## src/rtl/mips_pkg.sv

```systemverilog
// Shared definitions for the multicycle MIPS controller and alu_32: ALU codes, opcodes, states, causes.
// Pure declarations; no timing or flow-control behaviour of its own.
package mips_pkg;

  typedef enum logic [3:0] {
    ALU_AND  = 4'h0,
    ALU_OR   = 4'h1,
    ALU_ADD  = 4'h2,
    ALU_ADDU = 4'h3,
    ALU_SUB  = 4'h6,
    ALU_SLT  = 4'h7,
    ALU_NOR  = 4'hC,
    ALU_BAD  = 4'hF
  } alu_ctrl_e;

  localparam logic [5:0] OP_RTYPE = 6'h00;
  localparam logic [5:0] OP_J     = 6'h02;
  localparam logic [5:0] OP_BEQ   = 6'h04;
  localparam logic [5:0] OP_ADDI  = 6'h08;
  localparam logic [5:0] OP_LW    = 6'h23;
  localparam logic [5:0] OP_SW    = 6'h2B;

  localparam logic [5:0] FN_ADD  = 6'h20;
  localparam logic [5:0] FN_ADDU = 6'h21;
  localparam logic [5:0] FN_SUB  = 6'h22;
  localparam logic [5:0] FN_AND  = 6'h24;
  localparam logic [5:0] FN_OR   = 6'h25;
  localparam logic [5:0] FN_NOR  = 6'h27;
  localparam logic [5:0] FN_SLT  = 6'h2A;

  localparam logic [1:0] SRC_B_REG    = 2'b00;
  localparam logic [1:0] SRC_B_FOUR   = 2'b01;
  localparam logic [1:0] SRC_B_IMM    = 2'b10;
  localparam logic [1:0] SRC_B_BRANCH = 2'b11;

  localparam logic [1:0] PC_SRC_ALU  = 2'b00;
  localparam logic [1:0] PC_SRC_JUMP = 2'b01;
  localparam logic [1:0] PC_SRC_EXC  = 2'b10;

  typedef enum logic [3:0] {
    S_IDLE, S_FETCH, S_DECODE, S_R_EXEC, S_R_WB, S_I_EXEC, S_I_WB, S_MEM_ADDR,
    S_MEM_READ, S_MEM_WRITE, S_MEM_WB, S_BR_CMP, S_BR_TGT, S_BR_TAKE, S_JUMP, S_EXC
  } state_e;

  typedef enum logic [1:0] {
    EXC_RESERVED = 2'b00,
    EXC_OVERFLOW = 2'b01,
    EXC_INVALID  = 2'b10,
    EXC_TIMEOUT  = 2'b11
  } exc_cause_e;

  typedef struct packed {
    logic [3:0] alu_control;
    logic       alu_src_a;
    logic [1:0] alu_src_b;
    logic       mem_read;
    logic       mem_write;
    logic       ir_write;
    logic       i_or_d;
    logic       reg_write;
    logic       reg_dst;
    logic       mem_to_reg;
    logic       pc_write;
    logic [1:0] pc_source;
    logic       exception;
  } ctrl_t;

  function automatic logic is_mem_wait(state_e s);
    return (s == S_FETCH) || (s == S_MEM_READ) || (s == S_MEM_WRITE);
  endfunction

endpackage

```

## src/rtl/alu_control_decode.sv

```systemverilog
// R-type funct field to 4-bit alu_32 control code; unknown functs map to the unsupported code F.
// Purely combinational, no handshake.
module alu_control_decode
  import mips_pkg::*;
(
  input  logic [5:0] funct,
  output logic [3:0] alu_control
);

  always_comb begin
    alu_control = ALU_BAD;
    case (funct)
      FN_ADD:  alu_control = ALU_ADD;
      FN_ADDU: alu_control = ALU_ADDU;
      FN_SUB:  alu_control = ALU_SUB;
      FN_AND:  alu_control = ALU_AND;
      FN_OR:   alu_control = ALU_OR;
      FN_NOR:  alu_control = ALU_NOR;
      FN_SLT:  alu_control = ALU_SLT;
      default: alu_control = ALU_BAD;
    endcase
  end

endmodule

```

## src/rtl/mips_multicycle_control.sv

```systemverilog
// Multicycle MIPS main controller: strobes are registered from the next state, one cycle per state.
// Memory states stall on mem_ready (optionally bounded by MEM_TIMEOUT); ALU flags are read one state after issue.
module mips_multicycle_control
  import mips_pkg::*;
#(
  parameter int unsigned MEM_TIMEOUT = 0,
  parameter int unsigned TIMEOUT_W   = 8,
  parameter bit          OVF_TRAP    = 1'b1
) (
  input  logic       clock,
  input  logic       reset_n,
  input  logic [5:0] opcode,
  input  logic [5:0] funct,
  input  logic       mem_ready,
  input  logic       alu_zero,
  input  logic       alu_overflow,
  input  logic       alu_invalid,
  output logic [3:0] alu_control,
  output logic       alu_src_a,
  output logic [1:0] alu_src_b,
  output logic       mem_read,
  output logic       mem_write,
  output logic       ir_write,
  output logic       i_or_d,
  output logic       reg_write,
  output logic       reg_dst,
  output logic       mem_to_reg,
  output logic       pc_write,
  output logic [1:0] pc_source,
  output logic       exception,
  output logic [1:0] exc_cause
);

  localparam logic [TIMEOUT_W-1:0] TMO_LIMIT = TIMEOUT_W'(MEM_TIMEOUT - 1);

  state_e                 state_q, state_d;
  ctrl_t                  ctrl_q, ctrl_d;
  exc_cause_e             exc_cause_q, exc_cause_d;
  logic [TIMEOUT_W-1:0]   tmo_cnt_q, tmo_cnt_d;
  logic [3:0]             dec_alu_control;
  logic                   timeout_hit;
  logic                   r_ovf_trap;
  logic                   i_ovf_trap;
  logic                   wb_trap;

  alu_control_decode u_alu_control_decode (
    .funct       (funct),
    .alu_control (dec_alu_control)
  );

  assign timeout_hit = (MEM_TIMEOUT != 0) && is_mem_wait(state_q) && !mem_ready
                       && (tmo_cnt_q == TMO_LIMIT);
  assign r_ovf_trap  = OVF_TRAP && alu_overflow && (funct == FN_ADD);
  assign i_ovf_trap  = OVF_TRAP && alu_overflow;

  // Flags only arrive in the write-back cycle itself, so the registered write strobe is vetoed there.
  assign wb_trap = ((state_q == S_R_WB) && (alu_invalid || r_ovf_trap))
                || ((state_q == S_I_WB) && i_ovf_trap);

  always_comb begin
    state_d     = state_q;
    exc_cause_d = exc_cause_q;
    case (state_q)
      S_IDLE:   state_d = S_FETCH;
      S_FETCH: begin
        if (mem_ready) begin
          state_d = S_DECODE;
        end else if (timeout_hit) begin
          state_d     = S_EXC;
          exc_cause_d = EXC_TIMEOUT;
        end
      end
      S_DECODE: begin
        case (opcode)
          OP_RTYPE:     state_d = S_R_EXEC;
          OP_LW, OP_SW: state_d = S_MEM_ADDR;
          OP_BEQ:       state_d = S_BR_CMP;
          OP_J:         state_d = S_JUMP;
          OP_ADDI:      state_d = S_I_EXEC;
          default: begin
            state_d     = S_EXC;
            exc_cause_d = EXC_RESERVED;
          end
        endcase
      end
      S_R_EXEC: state_d = S_R_WB;
      S_R_WB: begin
        state_d = S_FETCH;
        if (alu_invalid) begin
          state_d     = S_EXC;
          exc_cause_d = EXC_INVALID;
        end else if (r_ovf_trap) begin
          state_d     = S_EXC;
          exc_cause_d = EXC_OVERFLOW;
        end
      end
      S_I_EXEC: state_d = S_I_WB;
      S_I_WB: begin
        state_d = S_FETCH;
        if (i_ovf_trap) begin
          state_d     = S_EXC;
          exc_cause_d = EXC_OVERFLOW;
        end
      end
      S_MEM_ADDR: state_d = (opcode == OP_LW) ? S_MEM_READ : S_MEM_WRITE;
      S_MEM_READ, S_MEM_WRITE: begin
        if (mem_ready) begin
          state_d = (state_q == S_MEM_READ) ? S_MEM_WB : S_FETCH;
        end else if (timeout_hit) begin
          state_d     = S_EXC;
          exc_cause_d = EXC_TIMEOUT;
        end
      end
      S_MEM_WB: state_d = S_FETCH;
      S_BR_CMP: state_d = S_BR_TGT;
      // Reaching BR_TAKE is the latched branch decision.
      S_BR_TGT: state_d = alu_zero ? S_BR_TAKE : S_FETCH;
      S_BR_TAKE, S_JUMP, S_EXC: state_d = S_FETCH;
      default:  state_d = S_IDLE;
    endcase
  end

  always_comb begin
    tmo_cnt_d = tmo_cnt_q;
    if (is_mem_wait(state_d) && (state_d != state_q)) begin
      tmo_cnt_d = '0;
    end else if (is_mem_wait(state_q) && !mem_ready && (tmo_cnt_q != '1)) begin
      tmo_cnt_d = tmo_cnt_q + TIMEOUT_W'(1);
    end
  end

  always_comb begin
    ctrl_d = '0;
    case (state_d)
      S_FETCH: begin
        ctrl_d.alu_control = ALU_ADD;
        ctrl_d.alu_src_b   = SRC_B_FOUR;
        ctrl_d.mem_read    = 1'b1;
        ctrl_d.ir_write    = 1'b1;
      end
      S_DECODE: begin
        ctrl_d.pc_write  = 1'b1;
        ctrl_d.pc_source = PC_SRC_ALU;
      end
      S_R_EXEC: begin
        ctrl_d.alu_control = dec_alu_control;
        ctrl_d.alu_src_a   = 1'b1;
        ctrl_d.alu_src_b   = SRC_B_REG;
      end
      S_R_WB: begin
        ctrl_d.reg_write = 1'b1;
        ctrl_d.reg_dst   = 1'b1;
      end
      S_I_EXEC, S_MEM_ADDR: begin
        ctrl_d.alu_control = ALU_ADD;
        ctrl_d.alu_src_a   = 1'b1;
        ctrl_d.alu_src_b   = SRC_B_IMM;
      end
      S_I_WB: ctrl_d.reg_write = 1'b1;
      S_MEM_READ: begin
        ctrl_d.mem_read = 1'b1;
        ctrl_d.i_or_d   = 1'b1;
      end
      S_MEM_WRITE: begin
        ctrl_d.mem_write = 1'b1;
        ctrl_d.i_or_d    = 1'b1;
      end
      S_MEM_WB: begin
        ctrl_d.reg_write  = 1'b1;
        ctrl_d.mem_to_reg = 1'b1;
      end
      S_BR_CMP: begin
        ctrl_d.alu_control = ALU_SUB;
        ctrl_d.alu_src_a   = 1'b1;
        ctrl_d.alu_src_b   = SRC_B_REG;
      end
      S_BR_TGT: begin
        ctrl_d.alu_control = ALU_ADD;
        ctrl_d.alu_src_b   = SRC_B_BRANCH;
      end
      S_BR_TAKE: ctrl_d.pc_write = 1'b1;
      S_JUMP: begin
        ctrl_d.pc_write  = 1'b1;
        ctrl_d.pc_source = PC_SRC_JUMP;
      end
      S_EXC: begin
        ctrl_d.exception = 1'b1;
        ctrl_d.pc_write  = 1'b1;
        ctrl_d.pc_source = PC_SRC_EXC;
      end
      default: ctrl_d = '0;
    endcase
  end

  always_ff @(posedge clock or negedge reset_n) begin
    if (!reset_n) begin
      state_q     <= S_IDLE;
      ctrl_q      <= '0;
      exc_cause_q <= EXC_RESERVED;
      tmo_cnt_q   <= '0;
    end else begin
      state_q     <= state_d;
      ctrl_q      <= ctrl_d;
      exc_cause_q <= exc_cause_d;
      tmo_cnt_q   <= tmo_cnt_d;
    end
  end

  assign alu_control = ctrl_q.alu_control;
  assign alu_src_a   = ctrl_q.alu_src_a;
  assign alu_src_b   = ctrl_q.alu_src_b;
  assign mem_read    = ctrl_q.mem_read;
  assign mem_write   = ctrl_q.mem_write;
  assign ir_write    = ctrl_q.ir_write;
  assign i_or_d      = ctrl_q.i_or_d;
  assign reg_write   = ctrl_q.reg_write & ~wb_trap;
  assign reg_dst     = ctrl_q.reg_dst;
  assign mem_to_reg  = ctrl_q.mem_to_reg;
  assign pc_write    = ctrl_q.pc_write;
  assign pc_source   = ctrl_q.pc_source;
  assign exception   = ctrl_q.exception;
  assign exc_cause   = exc_cause_q;

endmodule
```

## config.mk

```make
export PLATFORM = sky130hd
export DESIGN_NAME = mips_multicycle_control
export DESIGN_NICKNAME = d
export VERILOG_FILES = /design/src/rtl/mips_pkg.sv /design/src/rtl/alu_control_decode.sv /design/src/rtl/mips_multicycle_control.sv
export SDC_FILE = /design/constraint.sdc
export NUM_CORES = 1
export LEC_CHECK = 0
export BUFFER_PORTS_ARGS = -buffer_cell sky130_fd_sc_hd__buf_2
export CORE_MARGIN = 2
export CORE_UTILIZATION = 50
export CTS_CLUSTER_SIZE = 40
export DETAILED_ROUTE_END_ITERATION = 10
export HOLD_SLACK_MARGIN = 0.05
export PLACE_DENSITY = 0.83
export SLEW_MARGIN = 20
export SYNTH_ARGS = -nofsm -noshare
export SYNTH_HDL_FRONTEND = slang
export SYNTH_SLANG_ARGS = --single-unit
export TNS_END_PERCENT = 5
```

## constraint.sdc

```tcl
create_clock -name clock -period 2.6 [get_ports clock]
set_clock_uncertainty 0.05 [all_clocks]
set_input_delay 0.52 -clock clock [delete_from_list [all_inputs] [get_ports clock]]
set_output_delay 0.52 -clock clock [all_outputs]
set_load 0.02 [all_outputs]
```

==> flow_summary.json <==
{
  "relSlewSlack": 0.5562,
  "clkLatencyLatePin_ns": 0.32,
  "ys_ff_latch": 23,
  "synthDominantCellAreaShare": 0.4483,
  "syn_area_mm2": 0.001284,
  "power_leakage_nw": 0.7242,
  "numCtsBuffers": 3,
  "combPwrFrac": 0.549,
  "placed_cells": 186,
  "internal_power_uw": 909.6,
  "outcome": "finished, final reports clean",
  "synth_simple_gate_area_frac": 0.2710,
  "pwr-share-clk": 0.098,
  "synth_area_leaders": "dfrtp_1 (45%), buf_4 (5.3%), nor2_1 (2.9%), a21oi_1 (2.7%), nand2_1 (2.0%)",
  "crit_chain": "nand2b_1 -> nor2_1 -> a21boi_1 -> nor2b_1 -> buf_2",
  "die_h_um": 54.67,
  "grt_pass1_wl_um": 4436,
  "setup_violations": 0,
  "synth_fa_ha_area_frac": 0,
  "synth_compound_area_frac": 0.1745,
  "route.vias.total": 1118,
  "ioPinCount": 38,
  "synth-edff-count": 0,
  "holdBufCountCts": 0,
  "period_needed_ns": 2.433,
  "max_stage_delay_ns": 0.55,
  "holdWs_ns": 0.09299,
  "powerDensity_mw_per_mm2": 1215,
  "ir_drop_uv": 685.6,
  "crit_type": "reg -> out",
  "postSynthCellCount": 131,
  "drt_iter0_markers": 30,
  "area_growth_syn_to_layout_pct": 12.67,
  "p_sw_frac": 0.4822,
  "post_cts_resize_count": 0,
  "synthXorXnorAreaFrac": 0.01365,
  "dpl.hpwl_um": 2160,
  "core_area_mm2": 0.002455,
  "cts_tree": "done",
  "viasPerCell": 5.884,
  "synth_cell_types": 44,
  "n_fill_cell": 208,
  "insertedDiodeCount": 0,
  "crit_required_ns": 2.03,
  "cts.htree.levels": 1,
  "synthMuxAreaShare": 0,
  "clockBufferDepth": 2,
  "grtUsageTotal": 0.2076,
  "synth_top_family_by_area": "simple AND/OR/NAND/NOR gates",
  "wl_um": 2821,
  "cp-end-kind": "output port",
  "async_flop_share": 1.000,
  "crit_path_top_delay_cell": "dfrtp_1",
  "fmax_mhz": 411.1,
  "first_pass_iters": 4,
  "grt_pass1_vias": 1013,
  "ys_warn_count": 0,
  "wl_per_cell_um": 14.85,
  "hold_viol": 0,
  "synth_top_area_cell": "dfrtp_1",
  "grt_max_degree": 24,
  "antenna_left": 0,
  "portBuffers": 37,
  "syn_area_per_cell_um2": 9.799,
  "clkSinkCount": 23,
  "ys.flop_type": "dfrtp_1",
  "drv_cap": 0,
  "setup_tns_ns": 0,
  "post_cts.repair.setup_buffers": 0,
  "nets": 179,
  "tightest_slew_ns": 0.6596,
  "critPathTopFamily": "flip-flops",
  "cts_root_buf": "clkbuf_4",
  "start_kind": "register",
  "gp_congestion": 0.8717,
  "antenna_found_initial": 0,
  "ys_seq_area_frac": 0.4483,
  "pwr-share-seq": 0.353,
  "final_util": 0.5892,
  "die-area_mm2": 0.002989,
  "place_ws_ns": 0.2800,
  "worst-path-buf-inv": 1,
  "synth_fp_nets": 149,
  "hold_path.class": "in -> async",
  "dpl-instance-area_mm2": 0.001418,
  "die_x_um": 54.67,
  "initial_core_util": 0.5229,
  "synthTopCellsByCount": "dfrtp_1 (23), nor2_1 (10), buf_4 (9)",
  "design_area_mm2": 0.001446,
  "grt_overflow": 0,
  "p_switching_uw": 847.1,
  "setup_slack_ns": 0.1674,
  "period_share": 0.9356,
  "synth.most_common_cell": "dfrtp_1",
  "total_power_mw": 1.757,
  "clk_transition_reported_paths_ns": 0.13,
  "rows": 18,
  "drc": 0,
  "crit_path_max_fanout": 13,
  "arrival_ns": 1.86,
  "grt_setup_unrepaired": "false",
  "layout.cells.non_filler": 190,
  "slew_violations": 0,
  "drive_gt1_frac": 0.3563
}
==> final cells by class <==
class / count / area (um^2) / share of cell area
inverters: 8 / 30.03 / 0.02076
multi-input cells: 88 / 589.3 / 0.4074
well taps: 30 / 37.54 / 0.02595
repair buffers: 37 / 185.2 / 0.1280
flip-flops and latches: 23 / 576.8 / 0.3988
clock inverters: 1 / 5.005 / 0.003460
clock buffers: 3 / 22.52 / 0.01557
==> cell families after synthesis <==
group,Yosys count
AOI/OAI and AO/OA,30
xor gates and xnor gates,2
buffers and inverters,20
DFF,23
and+or+nand+nor,56
==> layer usage <==
metal / global-route usage / routed length, um / part of all wire / vias to the layer above
met3: 0.04645 / 165 / 0.058 / 7
met2: 0.3433 / 1468 / 0.52 / 48
met1: 0.2448 / 1144 / 0.41 / 537
li1: - / - / - / 526
met4: 0.1208 / 42 / 0.015 / 0
met5: 0 / 0 / 0 / -
==> cell usage in the layout, fill, tap and decap left out, drive strengths merged, types with 4 or more instances in the layout <==
master,instances
nand3,4
inv,8
nand2b,4
nor3,6
dfrtp,23
nand2,7
o21ai,5
buf,37
nor3b,5
nor2,11
a21oi,7
==> power by group through the flow <==
| stage | clock network (mW) | registers (mW) | logic (mW) |
|---|---|---|---|
| floorplan | 0 | 0.609 | 0.779 |
| global placement | 0 | 0.621 | 0.922 |
| detailed placement | 0 | 0.620 | 0.958 |
| CTS | 0.172 | 0.613 | 0.962 |
| global route | 0.183 | 0.633 | 1.07 |
| finish | 0.173 | 0.620 | 0.964 |
==> final timing paths <==
check	from	end	cells after the start	slack, ns
setup / recovery	state_q[3]$_DFF_PN0_	reg_write	5	0.17
hold / removal	reset_n	exc_cause[1]$_DFFE_PN0P_	1	0.09
setup reg to reg	state_q[0]$_DFF_PN0_	alu_control[1]$_DFF_PN0_	7	0.29
hold reg to reg	exc_cause[1]$_DFFE_PN0P_	exc_cause[1]$_DFFE_PN0P_	1	0.47
max in group asynchronous	reset_n	state_q[2]$_DFF_PN0_	1	2.05
min in group clock	funct[5]	alu_control[3]$_DFF_PN0_	2	0.32
==> worst reg2reg max path: stages, from the launching register on <==
cell,delay [ns]
dfrtp_1,0.65
nand2b_1,0.23
o22a_1,0.14
a21oi_1,0.10
a311oi_2,0.41
inv_2,0.16
nor4_1,0.36
o31ai_1,0.10
(Power assumes the default switching activity.)
